--- src/rtl/md_link_pkg.sv ---
// Shared constants, state encodings and update-frame byte mux for the
// market-data UART link endpoint.
package md_link_pkg;

  localparam logic [7:0] UPD_START = 8'hF0;
  localparam logic [7:0] UPD_STOP  = 8'h0F;
  localparam logic [7:0] ORD_START = 8'h80;
  localparam logic [7:0] ORD_STOP  = 8'h01;
  localparam int         UPD_LEN   = 19;
  localparam int         ORD_LEN   = 8;

  // Each 32-bit payload word leaves as bytes 2,3,0,1.
  localparam logic [1:0] LANE_ORDER [4] = '{2'd2, 2'd3, 2'd0, 2'd1};

  typedef enum logic [1:0] {
    TX_IDLE,
    TX_SEND,
    TX_GAP,
    TX_WAIT_REPLY
  } tx_state_e;

  typedef enum logic [2:0] {
    RX_HUNT,
    RX_B1,
    RX_B2,
    RX_B3,
    RX_B4,
    RX_B5,
    RX_B6,
    RX_STOP
  } rx_state_e;

  // payload[0..3] = buyprice, sellprice, buyvol, sellvol
  function automatic logic [7:0] upd_frame_byte(input logic [4:0]       idx,
                                                input logic [7:0]       addr,
                                                input logic [3:0][31:0] payload);
    logic [3:0] off;
    logic [1:0] lane;
    off  = 4'(idx - 5'd2);
    lane = LANE_ORDER[off[1:0]];
    if (idx == 5'd0)
      return UPD_START;
    else if (idx == 5'd1)
      return addr;
    else if (idx == 5'(UPD_LEN - 1))
      return UPD_STOP;
    else
      return payload[off[3:2]][{lane, 3'b000} +: 8];
  endfunction

endpackage

--- src/rtl/md_feed_endpoint_if.sv ---
// Update, UART byte and decoded-order signals of the feed endpoint.
interface md_feed_endpoint_if;

  logic        upd_valid;
  logic        upd_ready;
  logic [7:0]  upd_addr;
  logic [31:0] upd_buyprice;
  logic [31:0] upd_sellprice;
  logic [31:0] upd_buyvol;
  logic [31:0] upd_sellvol;
  logic [7:0]  byte_tx_data;
  logic        byte_tx_valid;
  logic        byte_tx_ready;
  logic [7:0]  byte_rx_data;
  logic        byte_rx_dv;
  logic        ord_dv;
  logic [7:0]  ord_addr;
  logic [7:0]  ord_buysell;
  logic [31:0] ord_timestamp;
  logic        frame_err;
  logic        timeout;
  logic        busy;

  modport slave (
    input  upd_valid, upd_addr, upd_buyprice, upd_sellprice, upd_buyvol, upd_sellvol,
    input  byte_tx_ready, byte_rx_data, byte_rx_dv,
    output upd_ready, byte_tx_data, byte_tx_valid,
    output ord_dv, ord_addr, ord_buysell, ord_timestamp, frame_err, timeout, busy
  );

  modport master (
    output upd_valid, upd_addr, upd_buyprice, upd_sellprice, upd_buyvol, upd_sellvol,
    output byte_tx_ready, byte_rx_data, byte_rx_dv,
    input  upd_ready, byte_tx_data, byte_tx_valid,
    input  ord_dv, ord_addr, ord_buysell, ord_timestamp, frame_err, timeout, busy
  );

endinterface

--- src/rtl/md_ord_parser.sv ---
// Free-running parser for the 8-byte order frame; reports the decoded fields
// plus a one-cycle good-stop or bad-stop indication on the stop byte's strobe.
module md_ord_parser
  import md_link_pkg::*;
(
  input  logic        clk,
  input  logic        reset,
  input  logic [7:0]  rx_data_i,
  input  logic        rx_dv_i,
  output logic [7:0]  addr_o,
  output logic [7:0]  buysell_o,
  output logic [31:0] timestamp_o,
  output logic        frame_done_o,
  output logic        stop_err_o
);

  rx_state_e   state_q, state_d;
  logic [7:0]  addr_q, buysell_q;
  logic [31:0] ts_q;

  always_ff @(posedge clk) begin
    if (reset) begin
      state_q   <= RX_HUNT;
      addr_q    <= '0;
      buysell_q <= '0;
      ts_q      <= '0;
    end else begin
      state_q <= state_d;
      if (rx_dv_i) begin
        case (state_q)
          RX_B1:   addr_q        <= rx_data_i;
          RX_B2:   buysell_q     <= rx_data_i;
          RX_B3:   ts_q[7:0]     <= rx_data_i;
          RX_B4:   ts_q[15:8]    <= rx_data_i;
          RX_B5:   ts_q[23:16]   <= rx_data_i;
          RX_B6:   ts_q[31:24]   <= rx_data_i;
          default: ;
        endcase
      end
    end
  end

  always_comb begin
    state_d      = state_q;
    frame_done_o = 1'b0;
    stop_err_o   = 1'b0;
    if (rx_dv_i) begin
      case (state_q)
        RX_HUNT: if (rx_data_i == ORD_START) state_d = RX_B1;
        RX_STOP: begin
          state_d = RX_HUNT;
          if (rx_data_i == ORD_STOP) frame_done_o = 1'b1;
          else                       stop_err_o   = 1'b1;
        end
        default: state_d = rx_state_e'(state_q + 3'd1);
      endcase
    end
  end

  assign addr_o      = addr_q;
  assign buysell_o   = buysell_q;
  assign timestamp_o = ts_q;

endmodule

--- src/rtl/md_feed_endpoint.sv ---
// Host-side market-data endpoint: sends one 19-byte update frame, then waits
// for the matching 8-byte order reply or a reply timeout before the next one.
module md_feed_endpoint
  import md_link_pkg::*;
#(
  parameter int REPLY_TIMEOUT = 1000000,
  parameter int BYTE_GAP      = 0
) (
  input  logic              clk,
  input  logic              reset,
  md_feed_endpoint_if.slave link
);

  localparam int               TMR_W    = $clog2(REPLY_TIMEOUT + 1);
  localparam int               GAP_W    = (BYTE_GAP > 0) ? $clog2(BYTE_GAP + 1) : 1;
  localparam logic [TMR_W-1:0] TMR_LAST = TMR_W'(REPLY_TIMEOUT - 1);
  localparam logic [GAP_W-1:0] GAP_LAST = GAP_W'((BYTE_GAP > 0) ? BYTE_GAP - 1 : 0);
  localparam logic [4:0]       IDX_LAST = 5'(UPD_LEN - 1);

  tx_state_e        state_q, state_d;
  logic [4:0]       idx_q, idx_d;
  logic [TMR_W-1:0] timer_q, timer_d;
  logic [GAP_W-1:0] gap_q, gap_d;
  logic [7:0]       out_addr_q;
  logic [3:0][31:0] payload_q;
  logic             upd_ready_q, ord_dv_q, frame_err_q, timeout_q;
  logic [7:0]       ord_addr_q, ord_buysell_q;
  logic [31:0]      ord_ts_q;

  logic [7:0]  p_addr, p_buysell;
  logic [31:0] p_ts;
  logic        p_done, p_stop_err;
  logic        accept, tx_fire, reply_ok, timeout_hit;

  md_ord_parser u_parser (
    .clk          (clk),
    .reset        (reset),
    .rx_data_i    (link.byte_rx_data),
    .rx_dv_i      (link.byte_rx_dv),
    .addr_o       (p_addr),
    .buysell_o    (p_buysell),
    .timestamp_o  (p_ts),
    .frame_done_o (p_done),
    .stop_err_o   (p_stop_err)
  );

  assign accept      = (state_q == TX_IDLE) && upd_ready_q && link.upd_valid;
  assign tx_fire     = (state_q == TX_SEND) && link.byte_tx_ready;
  assign reply_ok    = p_done && (state_q == TX_WAIT_REPLY) && (p_addr == out_addr_q);
  // A reply completing on the last timer cycle takes priority over the timeout.
  assign timeout_hit = (state_q == TX_WAIT_REPLY) && (timer_q == TMR_LAST) && !reply_ok;

  always_comb begin
    state_d = state_q;
    idx_d   = idx_q;
    timer_d = timer_q;
    gap_d   = gap_q;
    case (state_q)
      TX_IDLE: if (accept) begin
        state_d = TX_SEND;
        idx_d   = '0;
      end
      TX_SEND: if (tx_fire) begin
        if (idx_q == IDX_LAST) begin
          state_d = TX_WAIT_REPLY;
          timer_d = '0;
        end else begin
          idx_d = idx_q + 5'd1;
          if (BYTE_GAP > 0) begin
            state_d = TX_GAP;
            gap_d   = '0;
          end
        end
      end
      TX_GAP: begin
        if (gap_q == GAP_LAST) state_d = TX_SEND;
        else                   gap_d   = gap_q + 1'b1;
      end
      TX_WAIT_REPLY: begin
        timer_d = timer_q + 1'b1;
        if (reply_ok || timeout_hit) state_d = TX_IDLE;
      end
      default: state_d = TX_IDLE;
    endcase
  end

  always_ff @(posedge clk) begin
    if (reset) begin
      state_q       <= TX_IDLE;
      idx_q         <= '0;
      timer_q       <= '0;
      gap_q         <= '0;
      out_addr_q    <= '0;
      payload_q     <= '0;
      upd_ready_q   <= 1'b0;
      ord_dv_q      <= 1'b0;
      frame_err_q   <= 1'b0;
      timeout_q     <= 1'b0;
      ord_addr_q    <= '0;
      ord_buysell_q <= '0;
      ord_ts_q      <= '0;
    end else begin
      state_q     <= state_d;
      idx_q       <= idx_d;
      timer_q     <= timer_d;
      gap_q       <= gap_d;
      upd_ready_q <= (state_d == TX_IDLE);
      ord_dv_q    <= reply_ok;
      frame_err_q <= p_stop_err || (p_done && !reply_ok);
      timeout_q   <= timeout_hit;
      if (accept) begin
        out_addr_q <= link.upd_addr;
        payload_q  <= {link.upd_sellvol, link.upd_buyvol, link.upd_sellprice, link.upd_buyprice};
      end
      if (reply_ok) begin
        ord_addr_q    <= p_addr;
        ord_buysell_q <= p_buysell;
        ord_ts_q      <= p_ts;
      end
    end
  end

  assign link.upd_ready     = upd_ready_q;
  assign link.byte_tx_valid = (state_q == TX_SEND);
  assign link.byte_tx_data  = (state_q == TX_SEND) ? upd_frame_byte(idx_q, out_addr_q, payload_q) : 8'h00;
  assign link.busy          = (state_q != TX_IDLE);
  assign link.ord_dv        = ord_dv_q;
  assign link.ord_addr      = ord_addr_q;
  assign link.ord_buysell   = ord_buysell_q;
  assign link.ord_timestamp = ord_ts_q;
  assign link.frame_err     = frame_err_q;
  assign link.timeout       = timeout_q;

endmodule

--- src/flat_wrapper.sv ---
// flat-port wrapper written by rule: the top's interface ports become plain ports
module md_feed_endpoint_flat import md_link_pkg::*;
#(
  parameter int REPLY_TIMEOUT = 1000000,
  parameter int BYTE_GAP      = 0
)
  (clk, reset, link_upd_valid, link_upd_addr, link_upd_buyprice, link_upd_sellprice, link_upd_buyvol, link_upd_sellvol, link_byte_tx_ready, link_byte_rx_data, link_byte_rx_dv, link_upd_ready, link_byte_tx_data, link_byte_tx_valid, link_ord_dv, link_ord_addr, link_ord_buysell, link_ord_timestamp, link_frame_err, link_timeout, link_busy);
  md_feed_endpoint_if link_i ();
  input  logic clk;
  input  logic reset;
  input wire logic [$bits(link_i.upd_valid)-1:0] link_upd_valid;
  input wire logic [$bits(link_i.upd_addr)-1:0] link_upd_addr;
  input wire logic [$bits(link_i.upd_buyprice)-1:0] link_upd_buyprice;
  input wire logic [$bits(link_i.upd_sellprice)-1:0] link_upd_sellprice;
  input wire logic [$bits(link_i.upd_buyvol)-1:0] link_upd_buyvol;
  input wire logic [$bits(link_i.upd_sellvol)-1:0] link_upd_sellvol;
  input wire logic [$bits(link_i.byte_tx_ready)-1:0] link_byte_tx_ready;
  input wire logic [$bits(link_i.byte_rx_data)-1:0] link_byte_rx_data;
  input wire logic [$bits(link_i.byte_rx_dv)-1:0] link_byte_rx_dv;
  output wire logic [$bits(link_i.upd_ready)-1:0] link_upd_ready;
  output wire logic [$bits(link_i.byte_tx_data)-1:0] link_byte_tx_data;
  output wire logic [$bits(link_i.byte_tx_valid)-1:0] link_byte_tx_valid;
  output wire logic [$bits(link_i.ord_dv)-1:0] link_ord_dv;
  output wire logic [$bits(link_i.ord_addr)-1:0] link_ord_addr;
  output wire logic [$bits(link_i.ord_buysell)-1:0] link_ord_buysell;
  output wire logic [$bits(link_i.ord_timestamp)-1:0] link_ord_timestamp;
  output wire logic [$bits(link_i.frame_err)-1:0] link_frame_err;
  output wire logic [$bits(link_i.timeout)-1:0] link_timeout;
  output wire logic [$bits(link_i.busy)-1:0] link_busy;
  assign link_i.upd_valid = link_upd_valid;
  assign link_i.upd_addr = link_upd_addr;
  assign link_i.upd_buyprice = link_upd_buyprice;
  assign link_i.upd_sellprice = link_upd_sellprice;
  assign link_i.upd_buyvol = link_upd_buyvol;
  assign link_i.upd_sellvol = link_upd_sellvol;
  assign link_i.byte_tx_ready = link_byte_tx_ready;
  assign link_i.byte_rx_data = link_byte_rx_data;
  assign link_i.byte_rx_dv = link_byte_rx_dv;
  assign link_upd_ready = link_i.upd_ready;
  assign link_byte_tx_data = link_i.byte_tx_data;
  assign link_byte_tx_valid = link_i.byte_tx_valid;
  assign link_ord_dv = link_i.ord_dv;
  assign link_ord_addr = link_i.ord_addr;
  assign link_ord_buysell = link_i.ord_buysell;
  assign link_ord_timestamp = link_i.ord_timestamp;
  assign link_frame_err = link_i.frame_err;
  assign link_timeout = link_i.timeout;
  assign link_busy = link_i.busy;
  md_feed_endpoint #(.REPLY_TIMEOUT(REPLY_TIMEOUT), .BYTE_GAP(BYTE_GAP)) u_core (.clk(clk), .reset(reset), .link(link_i));
endmodule
--- config.mk ---
export PLATFORM = sky130hd
export DESIGN_NAME = md_feed_endpoint_flat
export DESIGN_NICKNAME = d
export VERILOG_FILES = /design/src/rtl/md_link_pkg.sv /design/src/rtl/md_feed_endpoint_if.sv /design/src/rtl/md_ord_parser.sv /design/src/rtl/md_feed_endpoint.sv /design/src/flat_wrapper.sv
export SDC_FILE = /design/constraint.sdc
export NUM_CORES = 1
export LEC_CHECK = 0
export ABC_CLOCK_PERIOD_IN_PS = 3000
export CORE_MARGIN = 2
export CORE_UTILIZATION = 47
export DETAILED_ROUTE_END_ITERATION = 16
export GPL_TIMING_DRIVEN = 0
export PLACE_DENSITY = 0.85
export SETUP_SLACK_MARGIN = 0.05
export SYNTH_ARGS = -nofsm -noshare
export SYNTH_HDL_FRONTEND = slang
export SYNTH_SLANG_ARGS = --single-unit
export TNS_END_PERCENT = 10
--- constraint.sdc ---
create_clock -name clk -period 3 [get_ports clk]
set_clock_uncertainty 0.1 [all_clocks]
set_input_delay 0.9 -clock clk [delete_from_list [all_inputs] [get_ports clk]]
set_output_delay 0.9 -clock clk [all_outputs]
set_load 0.02 [all_outputs]
; After elaboration in Yosys (flattened, before gate mapping)
; Index checks and enable logic that the tools add are counted.
[op_classes]
add_sub_neg = 5
n_mul = 0
div_mod_pow = 0
n_lt_le_gt_ge = 2
eq_ne = 21
n_shift = 1
n_mux = 31
bitwise_logic = 1
reduce_logical = 27
[op_table]
columns = op, n
row1 = binary-select mux 32 bit (select 2 bit), 1
row2 = two-way mux 20 bit, 2
row3 = one-hot mux 20 bit (2 select lines), 1
row4 = two-way mux 32 bit, 1
row5 = two-way mux 8 bit, 4
row6 = indexed part select 32 x 6 -> 8 bit, 1
row7 = "adder 20 x 1 -> 20 bit, second input constant", 1
row8 = "equality test 20 bit, second input constant", 1
row9 = two-way mux 5 bit, 3
row10 = two-way mux 2 bit, 7
row11 = AND reduction 2 bit, 7
row12 = "equality test 3 bit, second input constant", 4
row13 = one-hot mux 5 bit (2 select lines), 1
row14 = "equality test 8 x 1 -> 1 bit, second input constant", 1
row15 = equality test 8 bit, 1
row16 = "equality test 8 bit, second input constant", 1
row17 = logical AND 1 bit, 8
row18 = one-hot mux 2 bit (4 select lines), 1
row19 = two-way mux 1 bit, 7
row20 = "equality test 3 x 2 -> 1 bit, second input constant", 2
row21 = "!= test 2 x 1 -> 1 bit, second input constant", 3
row22 = one-hot mux 3 bit (2 select lines), 1
row23 = nonzero test 2 bit, 3
row24 = "adder 5 x 1 -> 5 bit, second input constant", 1
row25 = 21 further kinds, 25
[word_totals]
ff_bits = 267
latchBits = 0
ramBits = 0
rom_bits = 0
word_cells = 111
memories = 0

; Logic depth before layout (Yosys ltp)
[logic_depth]
depth_word = 12
mapped_depth = 10

; Cells and area by module
; From an unflattened synthesis, not the netlist that was laid out.
[unflattened]
hier_cells = 1329
area_unflattened_um2 = 10995.5
[modules_own_cells]
columns = module, instances, cells_per_inst, area_each_um2
row1 = md_feed_endpoint, 1, 1126, 8976.1
row2 = md_ord_parser, 1, 203, 2019.4

; Least setup slack after synthesis
; Ideal clock, no wire load.
[synth_timing]
path_kind = flip-flop to output port
startpoint = register u_core.idx_q[1]
endpoint = output link_byte_tx_data[2]
arrival_time_ns = 2.358
required_time_ns = 2.000
slack_ns = -0.358
path_stages_with_launch = 11
path_buffers = 3
cell_sequence = dfxtp_1 clkbuf_1 inv_1 ha_1 xnor2_2 buf_2 buf_1 nand2_1 nand3_1 nand4_1 a21oi_1
[synth_via]
elab_chain_len = 10
[synth_rtl]
columns = element, line
row1 = "start, declared", md_feed_endpoint.sv:21  ; logic [4:0] idx_q, idx_d;
row2 = "start signal, assigned", md_feed_endpoint.sv:104  ; idx_q <= idx_d;
row3 = subtractor 4 x 2 -> 4 bit, md_link_pkg.sv:39  ; off = 4'(idx - 5'd2);
row4 = inverter 2 -> 3 bit (implied by the code), md_link_pkg.sv:40  ; lane = LANE_ORDER[off[1:0]];
row5 = binary-select mux 2 bit (select 2 bit), md_link_pkg.sv:40
row6 = two-way mux 2 bit (implied by the code) (2 in series), md_link_pkg.sv:40
row7 = indexed part select 32 x 6 -> 8 bit, md_link_pkg.sv:48  ; return payload[off[3:2]][{lane, 3'b000} +: 8];
row8 = two-way mux 8 bit, md_link_pkg.sv:45  ; else if (idx == 5'(UPD_LEN - 1))
row9 = two-way mux 8 bit, md_link_pkg.sv:43  ; else if (idx == 5'd1)
row10 = two-way mux 8 bit (*), md_link_pkg.sv:41  ; if (idx == 5'd0)
row11 = two-way mux 8 bit (*), md_feed_endpoint.sv:125  ; assign link.byte_tx_data = (state_q == TX_SEND) ? upd_frame_byte(idx_q, out_addr_q, payload_q) : 8'h00;
row12 = "end, declared", flat_wrapper.sv:21  ; output wire logic [$bits(link_i.byte_tx_data)-1:0] link_byte_tx_data;
; Every way passes the cells marked *; elsewhere a longest branch is shown, timed or not. The select of a mux whose other input is x is not followed.

; Final worst setup path
[layout_timing]
startpoint = register u_core.idx_q[2]
endpoint = output link_byte_tx_data[4]
[layout_via]
elab_chain_len = 8
[layout_rtl]
columns = element, line
row1 = subtractor 4 x 2 -> 4 bit, md_link_pkg.sv:39
row2 = binary-select mux 32 bit (select 2 bit), md_link_pkg.sv:48
row3 = two-way mux 32 bit (implied by the code), md_link_pkg.sv:48
row4 = indexed part select 32 x 6 -> 8 bit, md_link_pkg.sv:48
row5 = two-way mux 8 bit, md_link_pkg.sv:45
row6 = two-way mux 8 bit, md_link_pkg.sv:43
row7 = two-way mux 8 bit (*), md_link_pkg.sv:41
row8 = two-way mux 8 bit (*), md_feed_endpoint.sv:125
; Marked as above.

==> reports/metrics.cfg <==
[logic_synthesis]
ys_types=44
synth_largest_area_cell=dfxtp_1
synth_cells=1429
yosys-top-cells-area=dfxtp_1, nand2_1, a21oi_1
synth_warnings=0
synth.yosys.seq_area_share=0.484
avgSynthCellArea_um2=7.70
ys_async_sr_fraction=0
netlist.area_leader.share=0.484
ys.flop_type=dfxtp_1
syn_nets=1591
syn_area_um2=11000
synth-seq-cells=266
synth_edf_count=0

[placement]
io_buffers=208
gp_congestion=0.978
dp_hpwl_um=25500

[power]
power_uw=7670
clock_power_share=0.429
powerDensity_nw_per_um2=512
p_int_uw=5820
seqPwrFrac=0.480
ir_drop_uv=373
switching_share=0.241
combPwrFrac=0.092
p_leak_uw=0.00537
netSwitchingPower_uw=1850

[final_layout]
num_antenna_cells=0
final_common_cell=nand2_1
drive_gt1_frac=0.0991
synthToLayoutAreaGrowth_pct=36.1
final_cell_mix=nand2_1, dfxtp_1, a21oi_1
fin_nets=1847
multi_input_area_um2=5540
seqCellArea_um2=5340
nFillCells=1805

[global_routing]
grt_pass1_wl_um=54200
overflow=0
grtUsageTotal=0.278
antenna_found_initial=1
grt_max_degree=15
grt_pass1_vias=10600

[die]
initial_core_util=0.483
fp.dieH_um=157
fp.dieW_um=157
core_area_um2=22800
dieArea_um2=24600
rows=55
ios=211

[worst_setup_path]
crit_fanout=7
crit_required_ns=2.00
worstPathCellList=inv_1 > ha_4 > xnor2_4 > buf_12 > buf_8 > nand2_1 > nand3_2 > nand4_1 > a2111o_1 > o21ai_2 > buf_6
critPathBufInv=4
start_kind=flip-flop
crit_arrival_ns=2.78
path_class=reg2out
cp_slowest_stage_delay_ns=0.43
end_kind=primary output
cp_top_family=buffers and inverters
critPathSlowestCell=a2111o_1

[clock_network]
cts_hold_buf=0
numCtsBuffers=27
clock-sinks=266
path_clk_slew_ns=0.06
clkLatencyLatePin_ns=0.54
clockRootBuffer=clkbuf_16
clock_path_buffers=3
tritoncts=yes
cts_max_level=1

[sta]
setup_ws_ns=-0.781
post-route-period-util=1.26
maxSlewViolCount=0
hold_viol=0
slew_headroom=0.493
holdWs_ns=0.350
grt_setup_unrepaired=true
worstMarginPinSlew_ns=0.761
finalSetupViolations=8
max_freq_ghz=0.264
period_needed_ns=3.78

[outcome]
outcome=finished, violations left
violations=negative setup slack

[detailed_routing]
drtIter0Drc=973
routedWlPerCell_um=17.5
dr_total_vias=11100
post-route-drc-count=0
wl_um=35400
first_pass_iters=6
via_per_inst=5.52
ant_nets=0

[flow_run]
drv_cap=0

[min_path]
hp-class=reg2reg

synthesized netlist by cell type, types with 2 or more instances:
cell type	n
nand2_1	507
dfxtp_1	266
a21oi_1	232
clkbuf_1	73
nand3_1	69
nor2_1	63
mux2i_1	30
xor2_1	18
nand4_1	17
nor3_1	16
o21ai_0	16
buf_2	14
ha_1	13
nor4_1	11
nor2b_1	10
buf_1	9
inv_1	9
mux4_2	8
a31oi_1	6
xnor2_1	6
a2111o_1	4
and3_1	3
or2_2	3
a41oi_1	2
and2_1	2
and4_1	2
o22ai_1	2
or3_1	2
final cells by class:
type                    count  share of cell area
multi-input cells        1057               0.370
clock inverters            12             0.00652
inverters                   9             0.00276
well taps                 313              0.0262
plain buffers              96              0.0329
flip-flops and latches    266               0.356
repair buffers            228               0.154
clock buffers              37              0.0517
flip-flops by register name (all words and copies together), names as in the netlist, 8 cells and up:
signal and count:
u_core.link.ord_addr 8, u_core.link.ord_buysell 8, u_core.link.ord_timestamp 32, u_core.out_addr_q 8, u_core.payload_q 128, u_core.timer_q 20, u_core.u_parser.addr_o 8, u_core.u_parser.buysell_o 8
u_core.u_parser.timestamp_o 32
final timing paths:
check / start / end / slack, ns / cells past startpoint
setup reg to reg: u_core.idx_q[0]$_SDFFE_PP0P_ / u_core.timer_q[18]$_SDFFE_PP0P_ / 0.38 / 9
setup / recovery: u_core.idx_q[2]$_SDFFE_PP0P_ / link_byte_tx_data[4] / -0.78 / 11
hold / removal: u_core.link.ord_timestamp[7]$_SDFFE_PP0P_ / u_core.link.ord_timestamp[7]$_SDFFE_PP0P_ / 0.35 / 2
hold reg to reg: u_core.link.ord_timestamp[7]$_SDFFE_PP0P_ / u_core.link.ord_timestamp[7]$_SDFFE_PP0P_ / 0.35 / 2
routing by layer:
metal	global-route usage	up-vias	wire (um)
li1	-	5274	-
met1	0.350	5098	13800
met2	0.465	629	16400
met3	0.0443	144	3200
met4	0.133	2	1990
met5	0	-	11
kinds of logic after synthesis:
family / count (synthesis) / synth area share
compound gates: 267 / 0.128
simple gates: 714 / 0.271
fa+ha+maj: 13 / 0.0148
flops: 266 / 0.484
buf+inv: 106 / 0.0384
mux: 38 / 0.0437
xor+xnor: 25 / 0.0206
per-stage QoR:
| step | setup TNS [ns] | setup WS, ns | util | std cells | cell area (um2) |
|---|---|---|---|---|---|
| finish | -5.75 | -0.781 | 0.657 | 2018 | 15000 |
| global route | -6.19 | -0.845 | 0.657 | 2018 | 15000 |
| CTS | -5.35 | -0.690 | 0.650 | 2011 | 14800 |
| detailed placement | -58.15 | -1.02 | 0.596 | 1950 | 13600 |
| global placement | -50.81 | -1.07 | 0.596 | 1950 | 13600 |
| floorplan | 0 | 0.0488 | - | 1429 | 11100 |
power by group through the flow:
stage               Combinational (uW)  Sequential (uW)  Clock [uW]
floorplan                          312             3740           0
global placement                   653             3750           0
detailed placement                 666             3750           0
CTS                                684             3680        3300
global route                       753             3690        3450
finish                             704             3680        3290
worst reg2reg max path, cell delays in order (launching register included):
cell	delay, ns
dfxtp_4	0.39
buf_8	0.17
inv_1	0.20
ha_1	0.24
and4bb_1	0.29
a31oi_4	0.16
nor4_4	0.38
nand2_1	0.15
or3_1	0.33
a21oi_1	0.14
repair_timing:
item | in CTS | in global routing
pin swaps | 25 | 20
gates resized for setup | 116 | 37
setup endpoints to repair | 10 | 83
cloned | 5 | 0
buffers inserted | 8 | 7
Note: power is estimated with default switching activity, not from simulation.
